[src/rtl/otter_fetch_queue.sv]
`default_nettype none
// ============================================================================
// Module      : otter_fetch_queue
// Description : OTTER instruction-fetch front end. Owns the fetch PC, issues
//               word reads to a 1-cycle-latency instruction port and buffers
//               returned words with their PCs for decode.
// Revision    : 1.0 - initial release
// ============================================================================
module otter_fetch_queue #(
    parameter int          DEPTH    = 4,
    parameter logic [31:0] RESET_PC = 32'h0000_0000
) (
    input  logic                     CLK,
    input  logic                     RESET,
    input  logic                     redirect_valid,
    input  logic [31:0]              redirect_pc,
    input  logic                     imem_ready,
    output logic                     imem_req,
    output logic [13:0]              imem_addr,
    input  logic [31:0]              imem_rdata,
    output logic                     de_valid,
    input  logic                     de_ready,
    output logic [31:0]              de_ir,
    output logic [31:0]              de_pc,
    output logic [$clog2(DEPTH):0]   q_count
);

    localparam int          c_AW  = $clog2(DEPTH);
    localparam int          c_CW  = c_AW + 1;
    localparam logic [31:0] c_NOP = 32'h0000_0013;
    localparam logic [c_CW:0] c_DEPTH = (c_CW + 1)'(DEPTH);

    // Control state
    logic [31:0]     r_fetch_pc;
    logic [31:0]     r_inflight_pc;
    logic            r_inflight;
    logic            r_kill;
    logic [c_CW-1:0] r_count;
    logic [c_AW-1:0] r_rd_ptr;
    logic [c_AW-1:0] r_wr_ptr;

    // Entry storage
    logic [31:0]     r_ir_mem [DEPTH];
    logic [31:0]     r_pc_mem [DEPTH];

    logic            w_head_valid;
    logic            w_pop;
    logic            w_push;
    logic            w_issue;
    logic [c_CW:0]   w_credit;
    logic [31:0]     w_redirect_target;

    assign w_redirect_target = redirect_pc & ~32'h0000_0003;

    // Occupancy the FIFO would have if the outstanding read lands, after
    // this cycle's pop; an issue is allowed only while this leaves a slot.
    assign w_credit = {1'b0, r_count}
                    + {{c_CW{1'b0}}, r_inflight}
                    - {{c_CW{1'b0}}, w_pop};

    assign w_head_valid = (r_count != '0);
    assign de_valid     = w_head_valid & ~redirect_valid;
    assign w_pop        = de_valid & de_ready;

    assign imem_req  = ~RESET & ~redirect_valid & (w_credit < c_DEPTH);
    assign w_issue   = imem_req & imem_ready;
    assign imem_addr = r_fetch_pc[15:2];

    assign w_push = r_inflight & ~r_kill & ~redirect_valid;

    assign de_ir   = de_valid ? r_ir_mem[r_rd_ptr] : c_NOP;
    assign de_pc   = de_valid ? r_pc_mem[r_rd_ptr] : 32'h0000_0000;
    assign q_count = r_count;

    always_ff @(posedge CLK or posedge RESET) begin
        if (RESET) begin
            r_fetch_pc    <= RESET_PC;
            r_inflight_pc <= '0;
            r_inflight    <= 1'b0;
            r_kill        <= 1'b0;
            r_count       <= '0;
            r_rd_ptr      <= '0;
            r_wr_ptr      <= '0;
        end else begin
            r_inflight <= w_issue;
            r_kill     <= redirect_valid & r_inflight;
            if (w_issue) begin
                r_inflight_pc <= r_fetch_pc;
            end

            if (redirect_valid) begin
                r_fetch_pc <= w_redirect_target;
                r_count    <= '0;
                r_rd_ptr   <= '0;
                r_wr_ptr   <= '0;
            end else begin
                if (w_issue) begin
                    r_fetch_pc <= r_fetch_pc + 32'd4;
                end
                if (w_push) begin
                    r_wr_ptr <= r_wr_ptr + 1'b1;
                end
                if (w_pop) begin
                    r_rd_ptr <= r_rd_ptr + 1'b1;
                end
                case ({w_push, w_pop})
                    2'b10:   r_count <= r_count + 1'b1;
                    2'b01:   r_count <= r_count - 1'b1;
                    default: r_count <= r_count;
                endcase
            end
        end
    end

    // Payload needs no reset: an entry is only read once count covers it.
    always_ff @(posedge CLK) begin
        if (w_push) begin
            r_ir_mem[r_wr_ptr] <= imem_rdata;
            r_pc_mem[r_wr_ptr] <= r_inflight_pc;
        end
    end

endmodule
`default_nettype wire

[config.mk]
export PLATFORM = sky130hd
export DESIGN_NAME = otter_fetch_queue
export DESIGN_NICKNAME = d
export VERILOG_FILES = /design/src/rtl/otter_fetch_queue.sv
export SDC_FILE = /design/constraint.sdc
export NUM_CORES = 1
export LEC_CHECK = 0
export BUFFER_PORTS_ARGS = -buffer_cell sky130_fd_sc_hd__buf_2
export CORE_MARGIN = 1
export CORE_UTILIZATION = 52
export DETAILED_ROUTE_END_ITERATION = 6
export PLACE_DENSITY_LB_ADDON = 0.05
export SLEW_MARGIN = 40
export SYNTH_ARGS = -nofsm -noshare
export SYNTH_HDL_FRONTEND = slang
export SYNTH_SLANG_ARGS = --single-unit
[constraint.sdc]
create_clock -name CLK -period 3.3 [get_ports CLK]
set_input_delay 0.66 -clock CLK [delete_from_list [all_inputs] [get_ports CLK]]
set_output_delay 0.66 -clock CLK [all_outputs]
set_load 0.03 [all_outputs]
==> summary by stage <==
Outcome
The run finished, with violations left. The checks that failed: setup timing.

Timing
For the pin with the worst max-slew slack, the measured transition is 0.6614 ns. Dividing the final minimum period by the clock period gives 1.035. The time the final worst path needs with I/O delays and setup is 3.415 ns. The setup violation total in the final timing report is 1. The highest attainable clock frequency is 292.8 MHz. The worst hold slack is 0.2875 ns. The hold violation count in the final report is 0. Setup slack on the critical path of the routed design comes to -0.1152 ns. The worst pin sits at a relative slew slack of 0.5591. The setup skew after layout is 0.01281 ns. Setup repair after global routing could not meet its margin everywhere. The max-slew violation total from the final report is 0.

Synthesis
After synthesis, the cell types taking the most area are sky130_fd_sc_hd__edfxtp_1, sky130_fd_sc_hd__dfrtp_1, sky130_fd_sc_hd__mux4_2, sky130_fd_sc_hd__and3_1, sky130_fd_sc_hd__mux2_2. Of the synthesized area, sequential elements account for 0.7053. The async set or reset register ratio after synthesis is 0.2177.

Counting flops with a built-in enable in the synthesized netlist gives 248. The biggest area contributor in the post-synthesis netlist is sky130_fd_sc_hd__edfxtp_1. The netlist uses 50 different library cells.

The synthesis warning total is 0. The commonest cells after synthesis are sky130_fd_sc_hd__edfxtp_1, sky130_fd_sc_hd__dfrtp_1, sky130_fd_sc_hd__and3_1. The cell area after synthesis is 13010 µm².

Among all flip-flop cells after synthesis, the most frequent one is sky130_fd_sc_hd__edfxtp_1. The most common cell in the synthesized netlist is sky130_fd_sc_hd__edfxtp_1. The average instance in the mapped netlist occupies 17.12 µm². The count of mapped cells out of synthesis is 760. The portion of synthesized cell area occupied by the leading cell type is 0.5725. The post-synthesis sequential element count is 317.

Pwr
The switching power total is 2.092 mW. For this design the ratio of total power to cell area is 602.8 nW/µm². The sequential cell fraction of total power is 0.525. Overall power consumption after layout is estimated at 9.233 mW. The clock network fraction of total power is 0.396.

Of the total power, combinational logic draws 0.079. The peak ir drop on the vdd network is 0.4426 mV. Cell internal power was estimated by the tool at 7.141 mW. Summed over all cells, the static leakage comes to 5.718 nW. Of the total power, the share spent switching nets is 0.2265.

Finish
The finished layout holds 1265 standard cells, fillers aside. After the last flow step, the layout net total stands at 994. The area used by sequential logic in the layout is 9179 µm². Summing all multi-input logic gate instances after layout gives 3546 µm². In the final layout, the share of cells above drive strength 1 is 0.3571.

The area added between synthesis and finish is 17.76%. The cell area after layout is 15320 µm². The filler cells instantiated in the layout total 1831. The count of inserted antenna diode cells is 0.

Setup path
In this design, the largest share of critical-path delay is due to simple AND/OR/NAND/NOR gates. The highest cell delay on the worst timing path is 0.40 ns. The kind of capture point of the worst setup path is an output pin. The data arrival time of the critical path is 2.76 ns.

The cell with the biggest individual delay on the critical path is sky130_fd_sc_hd__or3_4. Counting both buffers and inverters, the worst setup path holds a total of 3. Traced cell by cell, the critical path runs through or3_4 -> nand3_2 -> inv_1 -> ha_2 -> inv_2 -> ha_4 -> and3b_2 -> nor4_4 -> nor2_2 -> nor3_4 -> buf_6.

The endpoint required time on the critical path is 2.64 ns. The critical path start-end classification is flip-flop to output pin. The type of origin of the critical path is a flip-flop.

The maximum net fanout on the critical path is 3.

Detailed routing
The residual DRC count is 0. The remaining number of nets flagged by the antenna check after routing is 0. The mean number of vias per cell is 5.739. The final wirelength is 26740 µm. The count of routing violations after the opening detailed-route iteration is 526. The average wire per standard cell is 21.14 µm.

The number of optimization iterations in the first detailed-route pass is 5. For this block, the via count after detailed routing is 7260.

Global route
The number of antenna violations at the first check in global routing is 0. The first global-routing pass estimated 42330 µm of wire. Entering global routing, the biggest net connects 63 pins. The number of global-route vias before repair was 7573. The remaining global-route overflow is 0. For this run, the total global-route usage over all layers was measured as 0.2156.

Clocking
The total clock sinks is 317. The number of clock buffers inserted by TritonCTS is 34. CTS built an H-tree with a depth of 2.

The root buffer cell is sky130_fd_sc_hd__clkbuf_16. In this run the deepest clock path goes through 3 buffers. The clock edge transition at the registers on the reported setup and hold paths is 0.06 ns. The insertion delay to the later sink of the worst-skew pair is 0.51 ns. TritonCTS built the clock tree. The count of hold-fix buffers inserted at cts is 0.

Floorplanning
The total die area is 25650 µm². After floorplanning, the core was divided into 57 placement rows. The height of the die is 160.2 µm.

The chip width is 160.2 µm. For this configuration, the core starts out at a cell density of 0.5317. The boundary pin count is 152.

The region available for standard cell placement spans 24460 µm².

Placed design
The HPWL after detailed placement is 16200 µm. The final weighted congestion of routability-driven global placement is 0.8328. The number of buffers inserted by port buffering is 147. The cell total after placement is 1202. The total placed instance area is 14180 µm².

Min path
The path class of the tightest hold or removal check is input port to async pin.

Flow run
The count of maximum capacitance violations is 0.
[layer usage]
| metal | share of wire | global-route usage |
|---|---|---|
| met1 | 0.45 | 0.3049 |
| met2 | 0.48 | 0.3488 |
| met3 | 0.052 | 0.03610 |
| met4 | 0.016 | 0.06061 |
| met5 | 0 | 0 |
[timing repair]
| item | in CTS | in global routing |
|---|---|---|
| endpoints found under the hold margin | 0 | 0 |
| endpoints found under the setup margin | 1 | 1 |
| setup buffers | 2 | 0 |
| pin swaps | 3 | 0 |
| gates resized for setup | 9 | 0 |
[area by class of cell]
cell class                      instances  area share
Tap cell                              324     0.02647
Multi-Input combinational cell        372      0.2315
Sequential cell                       317      0.5992
Clock buffer                           51     0.06592
Inverter                               12    0.002941
Clock inverter                         10    0.004901
Timing Repair Buffer                  179     0.06902
[state kept, by name, summed over array words and instances, names as in the netlist]
name           cells
r_inflight_pc     30
r_fetch_pc        30
r_rd_ptr           2
r_pc_mem         120
r_ir_mem         128
r_kill             1
q_count            3
r_inflight         1
r_wr_ptr           2
[worst paths after layout]
| check | endpoint | cells after the start | from | slack, ns |
|---|---|---|---|---|
| worst min-delay path | r_fetch_pc[19]$_DFFE_PP0P_ | 2 | RESET | 0.29 |
| worst max-delay path | imem_req | 11 | q_count[1]$_DFFE_PP0P_ | -0.12 |
| max in group asynchronous | r_inflight_pc[10]$_DFFE_PP0P_ | 3 | RESET | 2.27 |
| worst min register to register | r_pc_mem[2][9]$_DFFE_PP_ | 0 | r_inflight_pc[9]$_DFFE_PP0P_ | 0.52 |
| worst max register to register | r_fetch_pc[11]$_DFFE_PP0P_ | 14 | q_count[1]$_DFFE_PP0P_ | 0.18 |
| min in group CLK | r_fetch_pc[8]$_DFFE_PP0P_ | 3 | redirect_pc[8] | 0.37 |
[power groups by stage]
stage	sequential [mW]	combinational (mW)	clock, mW
2_1_floorplan	4.83	0.540	0
3_3_place_gp	4.90	0.710	0
3_5_place_dp	4.93	0.728	0
4_1_cts	4.85	0.738	3.73
5_1_grt	4.88	0.799	3.89
6_report	4.85	0.729	3.66
[through the flow]
stage / setup slack [ns] / TNS, ns / util
5_1_grt: -0.2392 / -0.2392 / 0.6262
3_5_place_dp: 0.1256 / 0 / 0.5798
2_1_floorplan: -0.1387 / -0.1387 / -
6_report: -0.1152 / -0.1152 / 0.6262
3_3_place_gp: 0.1610 / 0 / 0.5798
4_1_cts: -0.1500 / -0.1500 / 0.6262
[layout by cell type (no fill, tap or decap), types with 22 or more instances in the layout]
cell,netlist,routed
sky130_fd_sc_hd__and3_1,68,64
sky130_fd_sc_hd__clkbuf_16,0,38
sky130_fd_sc_hd__o21ai_0,22,22
sky130_fd_sc_hd__buf_4,16,26
sky130_fd_sc_hd__dfrtp_1,69,67
sky130_fd_sc_hd__mux4_2,62,62
sky130_fd_sc_hd__nand2_1,30,30
sky130_fd_sc_hd__mux2_2,25,25
sky130_fd_sc_hd__buf_2,11,146
sky130_fd_sc_hd__edfxtp_1,248,248
[cell families (layout without fill, tap and decap cells)]
logic type / after synthesis / count (layout) / share of synthesized area
multiplexers: 93 / 93 / 0.1339
flip-flops: 317 / 317 / 0.7053
AND/OR/NAND/NOR: 183 / 183 / 0.08003
adder cells (fa/ha/maj): 9 / 9 / 0.009235
other: 1 / 2 / 0.0002883
buffers and inverters: 72 / 252 / 0.02645
AO/OA/AOI/OAI: 72 / 72 / 0.03607
XOR/XNOR: 13 / 13 / 0.008753
Note: power is estimated with default switching activity, not from simulation.
